--- src/rtl/input_tile_sched_if.sv ---
// Handshake and address bundle between the input-tile scheduler and its
// neighbours (control host, input buffer, datapath).
interface input_tile_sched_if #(
    parameter int AW = 32
);
    logic          start;
    logic          abort;
    logic [AW-1:0] base_addr;
    logic          blkend;
    logic          result_valid;
    logic          init_addr_en;
    logic [AW-1:0] init_addr;
    logic          data_load;
    logic          busy;
    logic          mapend;
    logic [15:0]   tile_x;
    logic [15:0]   tile_y;
    logic          err;

    modport master (
        output start, abort, base_addr, blkend, result_valid,
        input  init_addr_en, init_addr, data_load, busy, mapend, tile_x, tile_y, err
    );

    modport slave (
        input  start, abort, base_addr, blkend, result_valid,
        output init_addr_en, init_addr, data_load, busy, mapend, tile_x, tile_y, err
    );
endinterface

--- src/rtl/input_tile_sched.sv ---
// Walks a feature map tile by tile, issuing start addresses to the input buffer.
// Optional watchdog on LOAD/COMPUTE waits: define INPUT_TILE_SCHED_TIMEOUT_EN.
module input_tile_sched #(
    parameter int AW      = 32,
    parameter int IW      = 224,
    parameter int IH      = 224,
    parameter int POX     = 15,
    parameter int POY     = 3,
    parameter int STRIDE  = 2,
    parameter int TIMEOUT = 1024
) (
    input  logic                  clk,
    input  logic                  rst,
    input_tile_sched_if.slave     bus
);
    localparam int XSTEP = POX * STRIDE;
    localparam int YROWS = POY * STRIDE;
    localparam int YSTEP = YROWS * IW;
    localparam int NTX   = (IW + XSTEP - 1) / XSTEP;
    localparam int NTY   = (IH + YROWS - 1) / YROWS;

    localparam logic [15:0]   LAST_X  = 16'(NTX - 1);
    localparam logic [15:0]   LAST_Y  = 16'(NTY - 1);
    localparam logic [AW-1:0] XSTEP_A = AW'(XSTEP);
    localparam logic [AW-1:0] YSTEP_A = AW'(YSTEP);

    if (TIMEOUT < 2) begin : g_timeout_check
        $error("input_tile_sched: TIMEOUT must be at least 2");
    end

    typedef enum logic [2:0] {
        IDLE,
        ISSUE,
        LOAD,
        COMPUTE,
        NEXT,
        DONE
    } state_t;

    state_t        state, state_next;
    logic [AW-1:0] init_addr_q, row_base_q;
    logic [15:0]   tile_x_q, tile_y_q;
    logic          start_ok;
    logic          last_tile;
    logic          wd_fire;
    logic          in_wait;

    assign start_ok  = (state == IDLE) && bus.start && !bus.abort;
    assign last_tile = (tile_x_q == LAST_X) && (tile_y_q == LAST_Y);
    assign in_wait   = (state == LOAD) || (state == COMPUTE);

`ifdef INPUT_TILE_SCHED_TIMEOUT_EN
    localparam int CW = $clog2(TIMEOUT + 1);

    logic [CW-1:0] wd_cnt_q;
    logic          err_q;

    assign wd_fire = in_wait && (wd_cnt_q == CW'(TIMEOUT - 1));

    // Counter restarts whenever a wait state is freshly entered.
    always_ff @(posedge clk or posedge rst) begin
        if (rst) begin
            wd_cnt_q <= '0;
            err_q    <= 1'b0;
        end else begin
            if ((state_next == LOAD || state_next == COMPUTE) && state_next != state)
                wd_cnt_q <= '0;
            else if (in_wait)
                wd_cnt_q <= wd_cnt_q + 1'b1;

            if (start_ok)
                err_q <= 1'b0;
            else if (wd_fire && !bus.abort)
                err_q <= 1'b1;
        end
    end

    assign bus.err = err_q;
`else
    assign wd_fire = 1'b0;
    assign bus.err = 1'b0;
`endif

    always_ff @(posedge clk or posedge rst) begin
        if (rst)
            state <= IDLE;
        else
            state <= state_next;
    end

    // abort outranks everything, then the watchdog, then normal sequencing.
    always_comb begin
        state_next = state;
        if (bus.abort) begin
            state_next = IDLE;
        end else if (wd_fire) begin
            state_next = IDLE;
        end else begin
            case (state)
                IDLE:    if (bus.start) state_next = ISSUE;
                ISSUE:   state_next = bus.blkend ? COMPUTE : LOAD;
                LOAD:    if (bus.blkend) state_next = COMPUTE;
                COMPUTE: if (bus.result_valid) state_next = last_tile ? DONE : NEXT;
                NEXT:    state_next = ISSUE;
                DONE:    state_next = IDLE;
                default: state_next = IDLE;
            endcase
        end
    end

    // Row wrap restarts from the tracked row base, never from the running address.
    always_ff @(posedge clk or posedge rst) begin
        if (rst) begin
            init_addr_q <= '0;
            row_base_q  <= '0;
            tile_x_q    <= '0;
            tile_y_q    <= '0;
        end else if (start_ok) begin
            init_addr_q <= bus.base_addr;
            row_base_q  <= bus.base_addr;
            tile_x_q    <= '0;
            tile_y_q    <= '0;
        end else if (state == NEXT && !bus.abort) begin
            if (tile_x_q != LAST_X) begin
                tile_x_q    <= tile_x_q + 16'd1;
                init_addr_q <= init_addr_q + XSTEP_A;
            end else begin
                tile_x_q    <= '0;
                tile_y_q    <= tile_y_q + 16'd1;
                init_addr_q <= row_base_q + YSTEP_A;
                row_base_q  <= row_base_q + YSTEP_A;
            end
        end
    end

    assign bus.init_addr_en = (state == ISSUE);
    assign bus.data_load    = (state == ISSUE) || (state == LOAD);
    assign bus.busy         = (state != IDLE);
    assign bus.mapend       = (state == DONE);
    assign bus.init_addr    = init_addr_q;
    assign bus.tile_x       = tile_x_q;
    assign bus.tile_y       = tile_y_q;
endmodule

--- src/flat_wrapper.sv ---
// flat-port wrapper written by rule: the top's interface ports become plain ports
module input_tile_sched_flat 
#(
    parameter int AW      = 32,
    parameter int IW      = 224,
    parameter int IH      = 224,
    parameter int POX     = 15,
    parameter int POY     = 3,
    parameter int STRIDE  = 2,
    parameter int TIMEOUT = 1024
)
  (clk, rst, bus_start, bus_abort, bus_base_addr, bus_blkend, bus_result_valid, bus_init_addr_en, bus_init_addr, bus_data_load, bus_busy, bus_mapend, bus_tile_x, bus_tile_y, bus_err);
  input_tile_sched_if #(.AW(AW)) bus_i ();
  input  logic clk;
  input  logic rst;
  input wire logic [$bits(bus_i.start)-1:0] bus_start;
  input wire logic [$bits(bus_i.abort)-1:0] bus_abort;
  input wire logic [$bits(bus_i.base_addr)-1:0] bus_base_addr;
  input wire logic [$bits(bus_i.blkend)-1:0] bus_blkend;
  input wire logic [$bits(bus_i.result_valid)-1:0] bus_result_valid;
  output wire logic [$bits(bus_i.init_addr_en)-1:0] bus_init_addr_en;
  output wire logic [$bits(bus_i.init_addr)-1:0] bus_init_addr;
  output wire logic [$bits(bus_i.data_load)-1:0] bus_data_load;
  output wire logic [$bits(bus_i.busy)-1:0] bus_busy;
  output wire logic [$bits(bus_i.mapend)-1:0] bus_mapend;
  output wire logic [$bits(bus_i.tile_x)-1:0] bus_tile_x;
  output wire logic [$bits(bus_i.tile_y)-1:0] bus_tile_y;
  output wire logic [$bits(bus_i.err)-1:0] bus_err;
  assign bus_i.start = bus_start;
  assign bus_i.abort = bus_abort;
  assign bus_i.base_addr = bus_base_addr;
  assign bus_i.blkend = bus_blkend;
  assign bus_i.result_valid = bus_result_valid;
  assign bus_init_addr_en = bus_i.init_addr_en;
  assign bus_init_addr = bus_i.init_addr;
  assign bus_data_load = bus_i.data_load;
  assign bus_busy = bus_i.busy;
  assign bus_mapend = bus_i.mapend;
  assign bus_tile_x = bus_i.tile_x;
  assign bus_tile_y = bus_i.tile_y;
  assign bus_err = bus_i.err;
  input_tile_sched #(.AW(AW), .IW(IW), .IH(IH), .POX(POX), .POY(POY), .STRIDE(STRIDE), .TIMEOUT(TIMEOUT)) u_core (.clk(clk), .rst(rst), .bus(bus_i));
endmodule
--- config.mk ---
export PLATFORM = sky130hd
export DESIGN_NAME = input_tile_sched_flat
export DESIGN_NICKNAME = d
export VERILOG_FILES = /design/src/rtl/input_tile_sched_if.sv /design/src/rtl/input_tile_sched.sv /design/src/flat_wrapper.sv
export SDC_FILE = /design/constraint.sdc
export NUM_CORES = 1
export LEC_CHECK = 0
export BUFFER_PORTS_ARGS = -buffer_cell sky130_fd_sc_hd__buf_2
export CORE_ASPECT_RATIO = 1.75
export CORE_MARGIN = 5
export CORE_UTILIZATION = 50
export DETAILED_ROUTE_END_ITERATION = 16
export PLACE_DENSITY = 0.78
export SYNTH_ARGS = -nofsm -noshare
export SYNTH_HDL_FRONTEND = slang
export SYNTH_SLANG_ARGS = --single-unit
--- constraint.sdc ---
create_clock -name clk -period 4.72 [get_ports clk]
set_input_delay 1.416 -clock clk [delete_from_list [all_inputs] [get_ports clk]]
set_output_delay 1.416 -clock clk [all_outputs]
set_load 0.03 [all_outputs]
-- Word-level counts from Yosys, hierarchy flattened
Index checks and enable logic that the tools add are counted.
- mux-type cells: 19
- reductions and logical operators: 11
- add/subtract/negate cells: 4
- equality and inequality tests: 12
- operators with widths (cell ; number):
    $mux 32 ; 6
    $mux 16 ; 6
    $add 16x1->16 const B ; 2
    $add 32x11->32 const B ; 1
    $add 32x5->32 const B ; 1
    $eq 16x3->1 const B ; 1
    $eq 16x6->1 const B ; 1
    $ne 16x3->1 const B ; 1
    $pmux 3 s5 ; 1
    $mux 3 ; 4
    $ne 3x3->1 const B ; 3
    $eq 3x2->1 const B ; 2
    $eq 3x3->1 const B ; 2
    $logic_and 1x1->1 ; 4
    $eq 3x1->1 const B ; 1
    $logic_not 3->1 ; 1
    $reduce_and 3->1 ; 1
    $reduce_bool 3->1 ; 1
    $mux 1 ; 2
    $ne 2x1->1 const B ; 1
    $reduce_and 2->1 ; 1
    $reduce_bool 2->1 ; 1
    $logic_not 1->1 ; 1
    $logic_or 1x1->1 ; 1
- flip-flop bits (word level): 99

-- Logic depth before layout (Yosys ltp)
Gate-level depths: netlist (run 1).
- depth in word-level cells: 6
- gate-level depth with buffers: 9
- mapped depth without buffers: 8

-- Least setup slack after synthesis (run 1)
No wires, ideal clock.
- path kind: input -> register
- from: input port bus_abort
- to: register u_core.tile_y_q[10] (netlist: u_core.bus.tile_y[10])
- arrival: 2.921 ns
- buffers on the path: 4
- required time: 4.588 ns
- setup slack: 1.668 ns
- cell stages on the path: 7
- path through: nor2_1 and3_1 clkbuf_1 clkbuf_1 clkbuf_1 buf_1 nor2_1
- word-level cells in the longest chain between the ends: 4
- RTL lines (item ; line ; text):
    start: declaration ; flat_wrapper.sv:17 ; input wire logic [$bits(bus_i.abort)-1:0] bus_abort;
    $logic_not 1->1 * ; input_tile_sched.sv:48, input_tile_sched.sv:123 ;
    $logic_and 1x1->1, on equally long branches ; input_tile_sched.sv:48, input_tile_sched.sv:123 ;
    $ne 2x1->1 (no line) / $reduce_bool 2->1 (equally long branches) ; - ;
    $reduce_and 2->1 (no line) ; - ;
    end signal: assignment ; input_tile_sched.sv:129 ; tile_y_q <= tile_y_q + 16'd1;
    end: declaration ; input_tile_sched.sv:42 ; logic [15:0] tile_x_q, tile_y_q;
Every way passes the cells marked *; elsewhere a longest branch is shown, timed or not.
A chain may end at the register's enable or synchronous reset.

-- Worst setup path after layout (run 1)
- from: input port bus_abort
- to: register u_core.tile_y_q[13] (netlist: u_core.bus.tile_y[13])
Same word-level chain as after synthesis.

==> results.txt, run 1 <==
----------------------------------------------------
[GRT]
  Antenna violations before repair ... 0
  Remaining global-route overflow ... 0
  Number of global-route vias before repair ... 5945
  Aggregate global-route resource usage ... 25.7%
  Wire length of the first global-routing pass ... 29.9 mm
  Pin count of the biggest net entering global routing ... 74

[Critical path]
  Critical path data arrival time ... 3460 ps
  Chain of cells forming the critical path ... buf_2 -> nor3_1 -> o21a_1 -> o21ai_2 -> nor3_4 -> nand3_1 -> xor2_1 -> nor2_1
  Critical Path End Type ... flop
  Cell type group with the largest total delay on the critical path ... simple AND/OR/NAND/NOR gates
  Slowest Stage Delay on Critical Path ... 430 ps
  Critical setup path kind ... input port to flop
  WP buf/inv ... 1
  Largest fanout on the critical path ... 22
  Crit path required time ... 4940 ps
  Slowest CP cell ... o21a_1
  Type of element launching the critical path ... input port

[Logic synthesis]
  Synth cell count leaders ... dfrtp_1, nand2_1, nor2_1, o21ai_0, a21oi_1
  Most used flip-flop cell after synthesis ... dfrtp_1
  Register area share after synthesis ... 40.3%
  Synthesized netlist net count ... 801
  Post-Syn Area ... 6150 um2
  Yosys cell types ... 62
  Share of Yosys cell area claimed by the top area cell type ... 40.3%
  Post-synth EDFFs ... 0
  Mapped Avg Cell Area ... 8.11 um2
  Synth Instances ... 758
  Synth Register Bits ... 99
  FFs w/ async S/R, synth ... 100%
  Count of yosys warnings during synthesis ... 0
  Cell taking the most area after synthesis ... dfrtp_1
  Area contributors post-synth ... dfrtp_1, nand2_1, o21ai_0
  Dominant cell by count in the synthesized netlist ... dfrtp_1

[Final layout]
  Cell Count, Final, Fillers Out ... 1013
  FF/Latch Area ... 2480 um2
  Share of post-route cells with drive strength above 1 ... 17.6%
  Area of combinational cells with multiple inputs ... 3470 um2
  Fill count ... 1115
  Area grow syn2layout ... 16.9%
  Antenna Diode Count ... 0
  Total number of nets in the final design ... 886

[Place]
  Sum of net half-perimeters after detailed placement ... 13.4 mm
  Post-Place Setup Slack ... 1180 ps
  Gp weighted congestion ... 0.905
  Port buffer count ... 105
  Placed cells ... 997

[CTS]
  Clock-pin slew on the worst setup and hold paths ... 70 ps
  Post-CTS Hold Buffers ... 0
  Number of clock sinks ... 99
  Number of H-tree levels ... 3
  Worst-Skew Late Latency ... 360 ps
  Number of buffers inserted by post-CTS setup repair ... 0
  Count of instances resized after the clock tree is built ... 0
  Clock root buffer ... clkbuf_16
  CTS buffer count ... 9
  Buffer depth of the longest clock path ... 2
  Clock tree from TritonCTS ... yes

[Timing]
  Time the worst path needs with I/O delays and setup ... 3240 ps
  Top achievable clock speed ... 308 MHz
  Total setup violations reported at the end of the flow ... 0
  Largest clock skew in the final design ... 8.71 ps
  Slew Viols, Final ... 0
  Final critical-path share of the clock period ... 68.7%
  Slew headroom ... 31.2%
  Final TNS setup ... 0 ps
  RSZ-0062 raised after global routing ... false
  Endpoints failing hold ... 0
  Worst slew pin tran ... 1030 ps
  Final setup margin ... 1480 ps

[Floorplanning]
  Die Width ... 93.8 um
  Core Box Area ... 12100 um2
  DIE AREA ... 14700 um2
  Initial Util ... 50.9%
  Height of the die ... 157 um
  Row cnt ... 53
  Ports placed on the boundary ... 107

[Hold path]
  Class of the tightest hold or removal check ... flop to flop

[Power]
  Areal power density over the cells ... 462 nW/um2
  Maximum vdd ir drop ... 0.000251 V
  Switching share of power ... 40.8%
  Clock power share ... 25.2%
  Seq pwr share ... 40.6%
  Sw Pwr ... 1.36 mW
  Leak pwr ... 3.19 nW
  Combinational cell fraction of total power ... 34.2%
  Internal Dissipation ... 1.96 mW

[Route]
  Number of DRC markers after the initial detailed-route iteration ... 481
  Met3 layer wire length in the routed design ... 1.20 mm
  First-pass iteration count of the detailed router ... 6
  # DRC ... 0
  Routed len/inst ... 18.3 um
  Highest metal layer with signal wires ... met4
  Wire length on met1 ... 7.17 mm
  Total Routed Length ... 18.6 mm
  Met2 wire length ... 9.67 mm
  Routed via count ... 6183
  Number of nets with antenna violations after detailed routing ... 0
  Mean number of vias per cell ... 6.10

[Run]
  Number of max-cap violations ... 0

[Status]
  Outcome ... finished clean

----------------------------------------------------
-- cell families (layout without fill, tap and decap cells) --
logic type	after synthesis	count (layout)	synth area share [%]
flops	99	99	40.3
compound gates	225	225	21.9
buf+inv	59	149	3.70
other cells	1	1	0.0610
xor+xnor	47	47	6.70
simple gates	318	318	25.6
mux	4	4	0.672
fa+ha+maj	5	5	1.02
-- state kept, by name (all words and copies together), names as in the netlist --
register              count
u_core.bus.tile_x        16
u_core.bus.init_addr     32
u_core.bus.tile_y        16
u_core.state              3
u_core.row_base_q        32
-- final cells by class --
type                       instances  area share (%)
sequential                        99            34.5
clock buffer                      13            3.76
clock inverter                     3           0.958
tap                              165            2.87
multi-input combinational        600            48.3
inverter                          12           0.662
timing repair buffer             121            8.98
-- worst register-to-register path, cell delays in order, from the launching register on --
cell and delay, ps:
dfrtp_1 490, or4_4 590, nor4_4 730, o21ai_2 460
nor3_4 410, nand3_1 150, xor2_1 180, nor2_1 50
-- layout by cell type (no fill, tap or decap), types with 4 or more instances in the layout --
cell / n
nand3b_1: 6
dfrtp_1: 99
nand3_1: 32
nor4_1: 7
and3_1: 20
buf_4: 16
nor2_1: 78
o21a_1: 6
ha_1: 5
nand4_1: 21
nor2b_1: 4
a211oi_1: 7
a22o_1: 4
xnor2_1: 26
clkbuf_16: 9
nand2b_1: 5
a31oi_1: 17
nor3_1: 15
o211ai_1: 7
o31ai_1: 5
a22oi_1: 7
o21ai_0: 69
and2_1: 7
xor2_1: 21
and4_1: 6
buf_2: 105
inv_1: 11
o22ai_1: 17
nand2_1: 95
a21oi_1: 63
-- power by group through the flow --
stage / sequential (mW) / clock (mW) / combinational (mW)
2_1_floorplan: 1.53 / 0 / 0.597
3_3_place_gp: 1.35 / 0 / 1.12
3_5_place_dp: 1.35 / 0 / 1.13
4_1_cts: 1.34 / 0.849 / 1.14
5_1_grt: 1.38 / 0.886 / 1.24
6_report: 1.35 / 0.837 / 1.13
-- path summary, 6_finish.rpt --
kind | startpoint | cells after the start | to | slack (ps)
min | u_core.row_base_q[0] | 2 | u_core.row_base_q[0] | 480
min reg2reg | u_core.row_base_q[0] | 2 | u_core.row_base_q[0] | 480
max in group asynchronous | rst | 3 | u_core.bus.init_addr[14] | 2640
max reg2reg | u_core.bus.tile_x[3] | 7 | u_core.bus.tile_y[13] | 1530
min in group asynchronous | rst | 2 | u_core.row_base_q[4] | 1270
max | bus_abort | 8 | u_core.bus.tile_y[13] | 1480
-- routing by layer --
metal	track usage, %	up-vias
met4	10.7	0
met5	0	-
met1	30.2	3001
met2	44.5	230
met3	5.72	36
li1	-	2916
-- metrics by stage --
stage	total power, mW	hold slack [ps]	cell area [um2]	utilization, %
2_1_floorplan	2.12	445	6150	-
6_report	3.32	480	7190	59.5
5_1_grt	3.51	494	7190	59.5
3_5_place_dp	2.49	468	6850	56.7
4_1_cts	3.33	485	7190	59.5
3_3_place_gp	2.47	458	6850	56.7
(Power assumes the default switching activity.)
==> run 2, diff against run 1 <==
--- a/config.mk
+++ b/config.mk
@@ -5,12 +5,13 @@
 export SDC_FILE = /design/constraint.sdc
 export NUM_CORES = 1
 export LEC_CHECK = 0
+export ABC_AREA = 1
 export BUFFER_PORTS_ARGS = -buffer_cell sky130_fd_sc_hd__buf_2
 export CORE_ASPECT_RATIO = 1.75
 export CORE_MARGIN = 5
 export CORE_UTILIZATION = 50
 export DETAILED_ROUTE_END_ITERATION = 16
-export PLACE_DENSITY = 0.78
+export PLACE_DENSITY = 0.81
 export SYNTH_ARGS = -nofsm -noshare
 export SYNTH_HDL_FRONTEND = slang
 export SYNTH_SLANG_ARGS = --single-unit
==> constraint.sdc (replaced) <==
create_clock -name clk -period 2.9 [get_ports clk]
set_input_delay 0.87 -clock clk [delete_from_list [all_inputs] [get_ports clk]]
set_output_delay 0.87 -clock clk [all_outputs]
set_load 0.03 [all_outputs]
==> run 2 against run 1 <==
Effect of this change:
- flip-flop and latch count unchanged
- area after synthesis up 10%
- count of clock-buffer cells in the layout down 2
- critical path depth down 4
- synthesized cell count up 39%
- final cell count up 32%
- sequential power up 89%
- largest cell class unchanged
- via count up 23%
- sequential share of layout area down 2.8 points
- clock skew down 2.0 ps
==> results.txt, run 2 <==
----------------------------------------------------
[Timing]
  Slew headroom ... 43.6% (+12 points)
  Endpoints failing hold ... 0 (unchanged)
  Worst slew pin tran ... 844 ps (-188 ps)
  Total setup violations reported at the end of the flow ... 0 (unchanged)
  Smallest hold slack ... 475 ps (-5.35 ps)
  Largest clock skew in the final design ... 6.74 ps (-1.97 ps)
  Time the worst path needs with I/O delays and setup ... 2390 ps
  Final critical-path share of the clock period ... 82.3%
  Final setup margin ... 512 ps (-966 ps)
  Final TNS setup ... 0 ps (unchanged)
  RSZ-0062 raised after global routing ... false
  Top achievable clock speed ... 419 MHz
  Slew Viols, Final ... 0 (unchanged)

[CTS]
  Number of H-tree levels ... 3 (unchanged)
  Number of buffers inserted by post-CTS setup repair ... 0 (unchanged)
  Buffer depth of the longest clock path ... 2 (unchanged)
  Clock-pin slew on the worst setup and hold paths ... 70 ps (about the same)
  Post-CTS Hold Buffers ... 0 (unchanged)
  CTS buffer count ... 9 (unchanged)
  Worst-Skew Late Latency ... 350 ps (about the same)
  Count of instances resized after the clock tree is built ... 0 (unchanged)
  Number of clock sinks ... 99 (unchanged)
  Clock tree from TritonCTS ... yes
  Clock root buffer ... clkbuf_16

[GRT]
  GR Util met1 ... 30.4% (+0.16 points)
  Met3 Use GR ... 4.42% (-1.3 points)
  Highest-utilization routing layer at the global route stage ... met2
  Pin count of the biggest net entering global routing ... 52 (-30%)
  Wire length of the first global-routing pass ... 36.5 mm (+22%)
  Remaining global-route overflow ... 0 (unchanged)
  Number of global-route vias before repair ... 7500 (+26%)
  Met2 routing resource usage after global routing ... 50.5% (+5.9 points)
  Antenna violations before repair ... 0 (unchanged)
  Aggregate global-route resource usage ... 28.6% (+3.0 points)

[Place]
  Area after detailed placement ... 7520 um2 (+9.8%)
  Post-Place Setup Slack ... 264 ps (-918 ps)
  Gp weighted congestion ... 0.965 (+6.7%)
  Port buffer count ... 105 (unchanged)
  Sum of net half-perimeters after detailed placement ... 17.1 mm (+28%)

[Logic synthesis]
  Area contributors post-synth ... dfrtp_1, nand2_1, nor2_1
  Synthesized netlist net count ... 1098 (+37%)
  Cell taking the most area after synthesis ... dfrtp_1
  Synth cell count leaders ... nand2_1, nor2_1, inv_1, dfrtp_1, nand3_1
  Synth Register Bits ... 99 (unchanged)
  Count of yosys warnings during synthesis ... 0 (unchanged)
  Synth Instances ... 1055 (+39%)
  Register area share after synthesis ... 36.5% (-3.8 points)
  Post-Syn Area ... 6790 um2 (+10%)
  Most used flip-flop cell after synthesis ... dfrtp_1
  Mapped Avg Cell Area ... 6.43 um2 (-21%)
  Share of Yosys cell area claimed by the top area cell type ... 36.5% (-3.8 points)
  Dominant cell by count in the synthesized netlist ... nand2_1
  Yosys cell types ... 40 (-35%)
  Post-synth EDFFs ... 0 (unchanged)
  FFs w/ async S/R, synth ... 100% (unchanged)

[Route]
  Routed via count ... 7601 (+23%)
  # DRC ... 0 (unchanged)
  Number of DRC markers after the initial detailed-route iteration ... 578 (+20%)
  First-pass iteration count of the detailed router ... 5 (-1)
  Routed len/inst ... 16.9 um (-8.2%)
  Number of nets with antenna violations after detailed routing ... 0 (unchanged)
  Mean number of vias per cell ... 5.69 (-6.7%)
  Total Routed Length ... 22.5 mm (+21%)

[Floorplanning]
  DIE AREA ... 16100 um2 (+9.5%)
  Height of the die ... 164 um (+4.7%)
  Initial Util ... 50.7% (-0.22 points)
  Ports placed on the boundary ... 107 (unchanged)
  Die Width ... 98.1 um (+4.5%)
  Core Box Area ... 13400 um2 (+11%)
  Row cnt ... 56 (+5.7%)

[Power]
  Leak pwr ... 4.01 nW (+26%)
  Internal Dissipation ... 3.71 mW (+89%)
  Clock power share ... 17.0% (-8.2 points)
  Seq pwr share ... 33.9% (-6.7 points)
  Combinational cell fraction of total power ... 49.1% (+15 points)
  Sw Pwr ... 3.82 mW (+180%)
  Total power of the final layout ... 7.54 mW (+130%)
  Maximum vdd ir drop ... 0.000550 V (+120%)
  Areal power density over the cells ... 963 nW/um2 (+110%)
  Switching share of power ... 50.7% (+9.9 points)

[Critical path]
  Largest fanout on the critical path ... 5 (-77%)
  Critical path data arrival time ... 1520 ps (-1940 ps)
  Type of element launching the critical path ... flop
  Critical setup path kind ... flop to primary output
  Crit path required time ... 2030 ps (-2910 ps)
  Critical Path End Type ... primary output

[Final layout]
  Area grow syn2layout ... 15.4%
  Share of post-route cells with drive strength above 1 ... 13.8% (-3.8 points)
  Total number of nets in the final design ... 1199 (+35%)
  Most used cells in the layout excluding fill and tap cells ... nand2_1, nor2_1, inv_1
  Fill count ... 1321 (+18%)
  Most common cell after layout, fill and taps aside ... nand2_1
  Antenna Diode Count ... 0 (unchanged)
  Total non-filler cell area in the finished layout ... 7830 um2 (+9.0%)

[Hold path]
  Class of the tightest hold or removal check ... flop to flop

[Run]
  Number of max-cap violations ... 0 (unchanged)

[Status]
  Outcome ... finished clean

----------------------------------------------------
run 2: power groups by stage:
| stage | clock network, mW | registers [mW] | logic, mW |
|---|---|---|---|
| final | 1.28 | 2.55 | 3.70 |
| after detailed placement | 0 | 2.54 | 3.65 |
| after global placement | 0 | 2.54 | 3.60 |
| after floorplan | 0 | 2.87 | 2.17 |
| after CTS | 1.29 | 2.53 | 3.67 |
| after global routing | 1.34 | 2.63 | 4.14 |
run 2: worst max-delay path, stage by stage (launching register included):
cell	delay (ps)
dfrtp_1	460
inv_1	90
nor3_1	250
or2_2	180
buf_2	190
run 2: final timing paths:
kind | cells after the start | slack (ps) | startpoint | endpoint
worst max-delay path | 4 | 510 | u_core.state[1] | bus_data_load
worst min-delay path | 2 | 470 | u_core.row_base_q[0] | u_core.row_base_q[0]
worst max register to register | 12 | 540 | u_core.bus.tile_x[0] | u_core.row_base_q[18]
worst min register to register | 2 | 470 | u_core.row_base_q[0] | u_core.row_base_q[0]
max in group asynchronous | 3 | 1550 | rst | u_core.bus.init_addr[21]
min in group asynchronous | 2 | 680 | rst | u_core.row_base_q[23]
run 2: logic make-up (layout without fill, tap and decap cells):
group           count (synthesis)  count (layout)  synth area share, %
simple gates                  663             663                 41.5
xor+xnor                       15              15                 1.94
compound gates                121             121                 10.0
flops                          99              99                 36.5
buf+inv                       151             257                 9.07
other cells                     1               1               0.0553
fa+ha+maj                       5               5                0.922
run 2: area by class of cell:
class / count / area [um2] / area share [%]
repair buffers: 119 / 668 / 8.53
well taps: 174 / 218 / 2.78
inverters: 122 / 462 / 5.90
multi-input cells: 805 / 3690 / 47.2
clock inverters: 5 / 60.1 / 0.767
clock buffers: 11 / 253 / 3.23
flip-flops and latches: 99 / 2480 / 31.6
run 2: metal layers:
layer | wire (um) | vias up
li1 | - | 3584
met1 | 7570 | 3494
met2 | 11400 | 401
met3 | 1660 | 122
met4 | 1900 | 0
met5 | 0 | -
run 2: metrics by stage:
step                cells  util (%)
global route         1335      58.5
CTS                  1335      58.5
detailed placement   1319      56.2
global placement     1319      56.2
finish               1335      58.5
floorplan            1055         -
==> run 3, diff against run 2 <==
==> constraint.sdc (replaced) <==
create_clock -name clk -period 2.11 [get_ports clk]
set_input_delay 0.633 -clock clk [delete_from_list [all_inputs] [get_ports clk]]
set_output_delay 0.633 -clock clk [all_outputs]
set_load 0.03 [all_outputs]
==> run 3 against run 2 <==
Effect of this change:
- die area unchanged
- global-route usage is 0.38 points higher
- utilization is 2.1 points higher
- count of clock-buffer cells in the layout fell by 2
- setup slack got worse by 450 ps
- final cell count rose by 2.1%
- clock power increased by 36%
- combinational power grew 43%
==> results.txt, run 3 (synthesis results as in run 2) <==
----------------------------------------------------
[Floorplanning]
  Row cnt ... 56 (unchanged)
  Height of the die ... 164 um (unchanged)
  Die Width ... 98.1 um (unchanged)
  Initial Util ... 50.7% (unchanged)
  Ports placed on the boundary ... 107 (unchanged)
  Core Box Area ... 13400 um2 (unchanged)
  DIE AREA ... 16100 um2 (unchanged)

[Final layout]
  Total number of nets in the final design ... 1226 (+2.3%)
  Share of post-route cells with drive strength above 1 ... 16.5% (+2.7 points)
  Fill count ... 1292 (-2.2%)
  Post-Route Utilization ... 60.6% (+2.1 points)
  Total non-filler cell area in the finished layout ... 8110 um2 (+3.6%)
  Most used cells in the layout excluding fill and tap cells ... nand2_1, nor2_1, inv_1
  Area grow syn2layout ... 19.5%
  Most common cell after layout, fill and taps aside ... nand2_1

[Timing]
  Slew headroom ... 57.1% (+14 points)
  Final TNS setup ... 0 ps (unchanged)
  Worst slew pin tran ... 643 ps (-201 ps)
  Top achievable clock speed ... 488 MHz
  Slew Viols, Final ... 0 (unchanged)
  Largest clock skew in the final design ... 12.1 ps (+5.37 ps)
  Time the worst path needs with I/O delays and setup ... 2050 ps
  Endpoints failing hold ... 0 (unchanged)
  RSZ-0062 raised after global routing ... false
  Final setup margin ... 61.5 ps (-451 ps)
  Final critical-path share of the clock period ... 97.1%
  Total setup violations reported at the end of the flow ... 0 (unchanged)

[Critical path]
  Slowest CP cell ... dfrtp_2
  Crit path required time ... 1480 ps (-550 ps)
  Cell type group with the largest total delay on the critical path ... flip-flops
  Critical path data arrival time ... 1420 ps (-100 ps)
  Type of element launching the critical path ... flop
  Slowest Stage Delay on Critical Path ... 470 ps (about the same)
  WP buf/inv ... 2 (unchanged)
  Largest fanout on the critical path ... 5 (unchanged)
  Number of cells traversed by the worst register-to-register path ... 12 (unchanged)
  Chain of cells forming the critical path ... inv_2 -> nor3_2 -> or2_2 -> clkbuf_4
  Critical setup path kind ... flop to primary output
  Number of logic stages on the critical path including buffering ... 4 (unchanged)
  Critical Path End Type ... primary output

[Route]
  Routed via count ... 7611 (+0.13%)
  Number of DRC markers after the initial detailed-route iteration ... 493 (-15%)
  # DRC ... 0 (unchanged)
  Mean number of vias per cell ... 5.58 (-1.9%)
  Total Routed Length ... 23.1 mm (+2.9%)
  First-pass iteration count of the detailed router ... 5 (unchanged)
  Routed len/inst ... 17.0 um (+0.77%)
  Number of nets with antenna violations after detailed routing ... 0 (unchanged)

[CTS]
  Clock root buffer ... clkbuf_16
  Number of H-tree levels ... 3 (unchanged)
  CTS buffer count ... 9 (unchanged)
  Number of clock sinks ... 99 (unchanged)
  Clock-pin slew on the worst setup and hold paths ... 70 ps (about the same)
  Post-CTS Hold Buffers ... 0 (unchanged)
  Worst-Skew Late Latency ... 360 ps (about the same)
  Buffer depth of the longest clock path ... 2 (unchanged)
  Clock tree from TritonCTS ... yes

[GRT]
  Antenna violations before repair ... 0 (unchanged)
  Wire length of the first global-routing pass ... 37.0 mm (+1.3%)
  Remaining global-route overflow ... 0 (unchanged)
  Pin count of the biggest net entering global routing ... 100 (+92%)
  Aggregate global-route resource usage ... 29.0% (+0.38 points)
  Number of global-route vias before repair ... 7482 (-0.24%)

[Place]
  Post-Place Setup Slack ... -23.7 ps (-288 ps)
  Gp weighted congestion ... 0.970 (+0.44%)
  Sum of net half-perimeters after detailed placement ... 17.6 mm (+2.7%)
  Area after detailed placement ... 7780 um2 (+3.5%)
  Port buffer count ... 105 (unchanged)

[Power]
  Leak pwr ... 4.17 nW (+3.8%)
  Areal power density over the cells ... 1300 nW/um2 (+35%)
  Maximum vdd ir drop ... 0.000696 V (+27%)

[Run]
  Number of max-cap violations ... 0 (unchanged)

[Hold path]
  Class of the tightest hold or removal check ... input port to async pin

[Status]
  Outcome ... finished clean

----------------------------------------------------
==> run 3: worst register-to-register path: cells and delay by family (launching register included) <==
family | cells | cell delay (ps)
adder cells (fa/ha/maj) | 1 | 220
AND/OR/NAND/NOR | 7 | 600
buffers and inverters | 3 | 490
AO/OA/AOI/OAI | 1 | 230
flip-flops | 1 | 400
==> run 3: cell type report <==
type	instances	area (um2)	area share [%]
antenna	1	2.50	0.0308
clock buffer	9	225	2.78
clock inverter	7	76.3	0.941
inverter	122	464	5.72
multi-input combinational	805	3710	45.7
sequential	99	2480	30.6
tap	174	218	2.68
timing repair buffer	146	936	11.5
==> run 3: report_power, final <==
group	internal [mW]	switching (mW)
logic	1.68	3.61
registers	2.57	0.940
clock network	0.930	0.810
==> run 3: repair_timing <==
action | in CTS | in global routing
cloned | 0 | 0
pin swaps | 0 | 1
endpoints found under the setup margin | 1 | 21
hold endpoints to repair | 0 | 0
resized for setup | 2 | 8
buffers inserted | 0 | 1
==> run 3: final timing paths <==
| check | slack, ps | end | start |
|---|---|---|---|
| hold reg to reg | 480 | u_core.row_base_q[0] | u_core.row_base_q[0] |
| hold / removal | 370 | u_core.row_base_q[22] | rst |
| max in group asynchronous | 1200 | u_core.row_base_q[29] | rst |
| min in group clk | 480 | u_core.row_base_q[0] | u_core.row_base_q[0] |
| setup reg to reg | 80 | u_core.bus.init_addr[30] | u_core.bus.tile_x[0] |
| setup / recovery | 60 | bus_data_load | u_core.state[1] |
==> run 3: per-stage QoR <==
stage | instances | hold WS, ps | power, mW
after floorplan | 1055 | 444 | 6.93
after global placement | 1345 | 459 | 8.59
after detailed placement | 1345 | 462 | 8.69
after CTS | 1361 | 466 | 10.4
after global routing | 1362 | 450 | 11.3
final | 1363 | 369 | 10.5
==> run 3: routing by layer <==
metal  global-route usage, %  up-vias  part of all wire [%]
met5                       0        -                     0
met1                    30.9     3506                    35
met4                    20.4        0                   7.3
met2                    51.4      338                    51
met3                    5.06      109                   6.4
li1                        -     3658                     -
